$ cat config.mk
export PLATFORM = sky130hd
export DESIGN_NAME = data_mem_resp
export DESIGN_NICKNAME = d
export VERILOG_FILES = /design/src/rtl/data_mem_resp.sv
export SDC_FILE = /design/constraint.sdc
export NUM_CORES = 2
export LEC_CHECK = 0
export BUFFER_PORTS_ARGS = -buffer_cell sky130_fd_sc_hd__buf_2
export CORE_ASPECT_RATIO = 1.5
export CORE_MARGIN = 5
export CORE_UTILIZATION = 30
export DETAILED_ROUTE_END_ITERATION = 10
export GPL_TIMING_DRIVEN = 0
export HOLD_SLACK_MARGIN = 0.08
export PLACE_DENSITY = 0.42
export SYNTH_ARGS = -nofsm -noshare
export SYNTH_HDL_FRONTEND = slang
export SYNTH_SLANG_ARGS = --single-unit
export TNS_END_PERCENT = 30
$ cat constraint.sdc
create_clock -name clk -period 9.1 [get_ports clk]
set_clock_uncertainty 0.2 [all_clocks]
set_input_delay 0.455 -clock clk [delete_from_list [all_inputs] [get_ports clk]]
set_output_delay 0.455 -clock clk [all_outputs]
set_load 0.05 [all_outputs]
$ cat src/rtl/data_mem_resp.sv
// Word-organised data memory with a single outstanding request, a programmable
// wait-state delay and a valid/ready response channel.
module data_mem_resp #(
    parameter int DEPTH       = 64,
    parameter int WAIT_CYCLES = 2
) (
    input  logic        clk,
    input  logic        reset,
    input  logic        req_valid,
    output logic        req_ready,
    input  logic        req_write,
    input  logic [31:0] req_addr,
    input  logic [31:0] req_wdata,
    input  logic [3:0]  req_be,
    output logic        rsp_valid,
    input  logic        rsp_ready,
    output logic [31:0] rsp_rdata,
    output logic        rsp_err
);

    localparam int AW = (DEPTH > 1) ? $clog2(DEPTH) : 1;

    localparam logic [1:0] S_IDLE = 2'd0;
    localparam logic [1:0] S_WAIT = 2'd1;
    localparam logic [1:0] S_RESP = 2'd2;

    logic [1:0]    state;
    logic [3:0]    wait_cnt;

    logic          lat_write;
    logic [31:0]   lat_addr;
    logic [31:0]   lat_wdata;
    logic [3:0]    lat_be;

    logic [31:0]   mem [DEPTH];

    logic          accept;
    logic          commit;
    logic          addr_err;
    logic [AW-1:0] word_idx;

    function automatic logic [31:0] merge_bytes(input logic [31:0] old_w,
                                                input logic [31:0] new_w,
                                                input logic [3:0]  be);
        logic [31:0] r;
        r = old_w;
        for (int i = 0; i < 4; i++) begin
            if (be[i]) r[8*i +: 8] = new_w[8*i +: 8];
        end
        return r;
    endfunction

    // State is forced to IDLE asynchronously, so ready must also be gated by reset.
    assign req_ready = (state == S_IDLE) && reset;
    assign accept    = req_valid && req_ready;
    assign commit    = (state == S_WAIT) && (wait_cnt == 4'd0);
    assign addr_err  = (lat_addr[1:0] != 2'b00) || (lat_addr[31:2] >= 30'(DEPTH));
    assign word_idx  = lat_addr[AW+1:2];

    // Request capture: plain data registers, only meaningful while an access is in flight.
    always_ff @(posedge clk) begin
        if (accept) begin
            lat_write <= req_write;
            lat_addr  <= req_addr;
            lat_wdata <= req_wdata;
            lat_be    <= req_be;
        end
    end

    // Storage keeps its contents across reset; a write happens only on a clean store commit.
    always_ff @(posedge clk) begin
        if (commit && lat_write && !addr_err) begin
            mem[word_idx] <= merge_bytes(mem[word_idx], lat_wdata, lat_be);
        end
    end

    always_ff @(posedge clk or negedge reset) begin
        if (!reset) begin
            state     <= S_IDLE;
            wait_cnt  <= 4'd0;
            rsp_valid <= 1'b0;
            rsp_rdata <= 32'd0;
            rsp_err   <= 1'b0;
        end else begin
            case (state)
                S_IDLE: begin
                    if (accept) begin
                        state    <= S_WAIT;
                        wait_cnt <= 4'(WAIT_CYCLES);
                    end
                end
                S_WAIT: begin
                    if (wait_cnt != 4'd0) begin
                        wait_cnt <= wait_cnt - 4'd1;
                    end else begin
                        state     <= S_RESP;
                        rsp_valid <= 1'b1;
                        rsp_err   <= addr_err;
                        rsp_rdata <= (lat_write || addr_err) ? 32'd0 : mem[word_idx];
                    end
                end
                S_RESP: begin
                    if (rsp_ready) begin
                        state     <= S_IDLE;
                        rsp_valid <= 1'b0;
                        rsp_rdata <= 32'd0;
                        rsp_err   <= 1'b0;
                    end
                end
                default: state <= S_IDLE;
            endcase
        end
    end

endmodule

**Yosys cells after proc, flatten, opt, wreduce, memory -nomap -nowiden**

Memory sizes are Yosys's and may differ from the RTL's. A register that Yosys moved wholly into a read port is not among the register bits.
Cells that the tools add are included.

- Bits in latches: 0
- Memories kept: 1
- Bits in writable memories: 2048
- Register bits after elaboration: 109
- Memory bits (read-only): 0
- Word-level logic and storage cells: 62

- Bitwise gates (word level): 0
- Divide/modulo/power cells: 0
- Reductions and logical operators: 17
- Multipliers: 0
- Equality and inequality tests: 6
- Shift operators: 0
- $add $sub $neg: 1
- $lt $le $gt $ge: 1
- Multiplexer cells: 27

Memories:

| name | words | width | read ports | clocked after Yosys merged registers in | wr ports | line | text |
|---|---|---|---|---|---|---|---|
| mem | 64 | 32 | 1 | 1 | 1 | 35 | `logic [31:0] mem [DEPTH];` |

Operators with widths:

| kind | number |
|---|---|
| 2-to-1 mux 32 bit | 3 |
| 2-to-1 mux 8 bit | 8 |
| case mux 32 bit (2 select lines) | 1 |
| >= comparator 30 x 7 -> 1 bit (second input constant) | 1 |
| AND reduction 3 bit | 3 |
| 2-to-1 mux 4 bit | 2 |
| case mux 4 bit (2 select lines) | 1 |
| 2-to-1 mux 2 bit | 3 |
| 2-to-1 mux 6 bit | 1 |
| inequality test 2 bit (second input constant) | 3 |
| case mux 2 bit (3 select lines) | 1 |
| nonzero test 2 bit | 3 |
| logical AND 1 bit | 5 |
| 2-to-1 mux 1 bit | 5 |
| logical NOT 4 bit | 1 |
| case mux 1 bit (2 select lines) | 2 |
| nonzero test 4 bit | 1 |
| subtractor 4 x 1 -> 4 bit (second input constant) | 1 |
| == test 2 x 1 -> 1 bit (second input constant) | 1 |
| == test 2 bit (second input constant) | 1 |
| logical NOT 2 bit | 1 |
| logical OR 1 bit | 2 |
| inequality test 2 x 1 -> 1 bit (second input constant) | 1 |
| logical NOT 1 bit | 1 |

**Depth between registers and ports, before layout**

- Word-level depth: 6
- Depth in mapped cells: 12
- Gate-level depth less buffers: 7

**Worst setup path before layout**

OpenSTA, ideal clock, no wires.

- Path type: flip-flop to flip-flop
- From: register with a tool-made name
- To: memory mem[0][29], data pin
- Setup slack: 3893 ps
- Path buffers: 6
- Data arrival time: 4306 ps
- Cell stages (with the launch flop): 12
- Cell sequence: dfxtp_1 > buf_6 > buf_12 > buf_6 > buf_6 > buf_6 > buf_2 > nor2_1 > a21oi_1 > a31oi_1 > a41o_1 > o21ai_0

RTL lines:

| item | line |
|---|---|
| to (decl) | 35 |

==> results_dict.tcl <==
set metrics [dict create \
    run_status "finished with violations" \
    violations "capacitance limit, slew limit" \
    powerDensity_mw_per_mm2 257.9 \
    wl_per_cell_um 37.49 \
    grt-ovfl-total 0 \
    clk_path_buf_depth 4 \
    ys_seq_area_frac 0.7788 \
    setup_viol 0 \
    first_pass_iters 7 \
    routed_via_density 5.192 \
    design_power_total_mw 25.69 \
    r2r_setup_slack_ns 2.88 \
    antenna_found_initial 19 \
    grt_pass1_wl_mm 416.1 \
    grt_start_max_net_pins 65 \
    post-route-drc-count 0 \
    clock_sinks 2163 \
    ys_types 59 \
    grt_pass1_vias 44460 \
    num_vias 43790 \
    place_ws_ns 3.090 \
    max_freq_mhz 160.8 \
    slowest_delay_ns 1.10 \
    io_buffers 107 \
    synth_warnings 0 \
    drt-initial-drc-count 4559 \
    crit_type "reg -> reg" \
    mostFrequentLayoutCells "edfxtp_1, mux2i_1, mux4_2, clkbuf_16, buf_2" \
    cts_resized 0 \
    cts_max_level 4 \
    maxSlewHeadroom -0.08224 \
    synthCells 3991 \
    ir_drop_v 0.0002208 \
    p_leak_nw 32.06 \
    syn_nets 4066 \
    final_common_cell "edfxtp_1" \
    start_util 0.3015 \
    hp-class "in -> reg" \
    placed_area_mm2 0.09209 \
    finalCritPeriodShare 0.6835 \
    hold_violations 0 \
    place.gp.congestion 0.8780 \
    die-area_mm2 0.2877 \
    synth_ff_type "edfxtp_1" \
    worstPathMaxFanout 40 \
    routed_wl_mm 316.2 \
    ioPinCount 108 \
    cap_violations 1 \
    startpoint_type "register" \
    clkLatencyLatePin_ns 0.88 \
    grtUsageTotal 0.2156 \
    fin_ws_ns 2.881 \
    fp-row-count 236 \
    drive_gt1_frac 0.2346 \
    instances_no_fill 8435 \
    synth_edf_count 2117 \
    syn_to_final_growth_pct 19.95 \
    avgSynthCellArea_um2 20.81 \
    cpMaxStageDelayCell "clkbuf_1" \
    whs_ns 0.1294 \
    crit_top_cell "clkbuf_1" \
    worstPathArrival_ns 6.52 \
    synth_area_mm2 0.08306 \
    min_period_ns 6.219 \
    cts_tree "done" \
    finalNetCount 4643 \
    final_area_mm2 0.09963 \
    core-area_mm2 0.2755 \
    dp.cells 7930 \
    numCtsBuffers 212 \
    crit_chain "buf_2 > nor2b_1 > clkbuf_1 > clkbuf_1 > a22o_1 > nor3_1 > a31oi_1 > nand4_1 > mux2_4 > buf_12" \
    postSynth.asyncResetShare 0.01849 \
    die_y_um 654.5 \
    rsz0062_at_grt "false" \
    drv_slew 11 \
    ant_nets 0 \
    required_ns 9.40 \
    end_kind "register" \
    ys_ff_latch 2163 \
    die-width_um 439.6 \
    clk_pin_slew_ns 0.07 \
    tightest_slew_ns 1.623 \
    root_buffer "clkbuf_16" \
    cts_setup_buffers 0 \
    dp_hpwl_mm 225.3 \
]
area by class of cell:
cell class | count | area (µm²)
Sequential cell | 2163 | 64690
Clock inverter | 97 | 664.4
Tap cell | 3689 | 4616
Clock buffer | 284 | 5720
Multi-Input combinational cell | 1593 | 17760
Antenna cell | 11 | 27.53
Fill cell | 25310 | 175900
Inverter | 11 | 41.29
Timing Repair Buffer | 363 | 4807
Buffer | 224 | 1310
registers in the layout (all words and copies together) (netlist names), 2 cells and up, named ones only:
signal / cells
lat_addr: 32
lat_be: 4
lat_wdata: 32
mem: 2048
rsp_rdata: 32
state: 2
wait_cnt: 4
path summary, 6_finish.rpt:
path / depth (start not counted) / to / from
worst max-delay path: 10 / mem[22][4] / register
worst max register to register: 10 / mem[22][4] / register
worst min register to register: 2 / rsp_valid / rsp_valid
worst min-delay path: 2 / lat_wdata[27] / req_wdata[27]
max in group asynchronous: 4 / wait_cnt[3] / reset
min in group asynchronous: 3 / rsp_rdata[1] / reset
repair_timing:
| item | 4_1_cts | 5_1_grt |
|---|---|---|
| hold endpoints to repair | 118 | 0 |
| hold buffers | 113 | 0 |
| setup endpoints to repair | 0 | 0 |
Yosys cell counts, types with 17 or more instances:
library cell,number,share of area
a21oi_1,26,0.0016
a221oi_1,25,0.0026
a22o_1,57,0.0060
a22oi_1,150,0.014
a31oi_1,25,0.0019
a32oi_1,19,0.0020
buf_2,62,0.0037
buf_4,57,0.0052
buf_6,20,0.0027
clkbuf_1,70,0.0032
dfrtp_1,40,0.012
edfxtp_1,2117,0.77
mux2_2,29,0.0039
mux2i_1,425,0.051
mux4_2,321,0.087
nand2_1,60,0.0027
nand2b_1,17,0.0013
nand3_1,70,0.0042
nand4_1,27,0.0020
nor2_1,99,0.0045
nor3_1,40,0.0024
o21ai_0,50,0.0030
o22ai_1,32,0.0024
logic make-up after synthesis:
kind of cell	count (synthesis)	share of synthesized area
flip-flops	2163	0.7788
multiplexers	779	0.1434
XOR/XNOR	2	0.0002109
AND/OR/NAND/NOR	386	0.02335
AO/OA/AOI/OAI	424	0.03769
buffers and inverters	235	0.01618
adder cells (fa/ha/maj)	2	0.0003012
metrics by stage:
stage	TNS, ns	util
global placement	-509.48	0.3202
global route	0	0.3616
floorplan	0	-
CTS	0	0.3616
finish	0	0.3617
detailed placement	0	0.3343
worst max-delay path: cells and delay by family (launching register included):
kind,cells,cell delay (ns)
AND/OR/NAND/NOR,3,0.55
multiplexers,1,0.52
buffers and inverters,4,2.77
AO/OA/AOI/OAI,2,1.21
flip-flops,1,0.45
per-layer routing:
layer / part of all wire / wire (µm) / vias to the layer above / track usage
li1: - / - / 17860 / -
met1: 0.36 / 113500 / 23710 / 0.2452
met2: 0.52 / 164700 / 1683 / 0.3906
met3: 0.053 / 16810 / 542 / 0.02917
met4: 0.067 / 21190 / 8 / 0.1173
met5: 0.00015 / 48 / - / 0
report_power, final:
group          leakage [nW]  switching, mW  internal, mW  total (mW)
registers              19.7         0.0524          11.9        12.0
logic                  9.29           3.81          1.46        5.27
clock network          3.12           3.83          4.62        8.45
No activity file was read; power rests on OpenSTA's default activity.
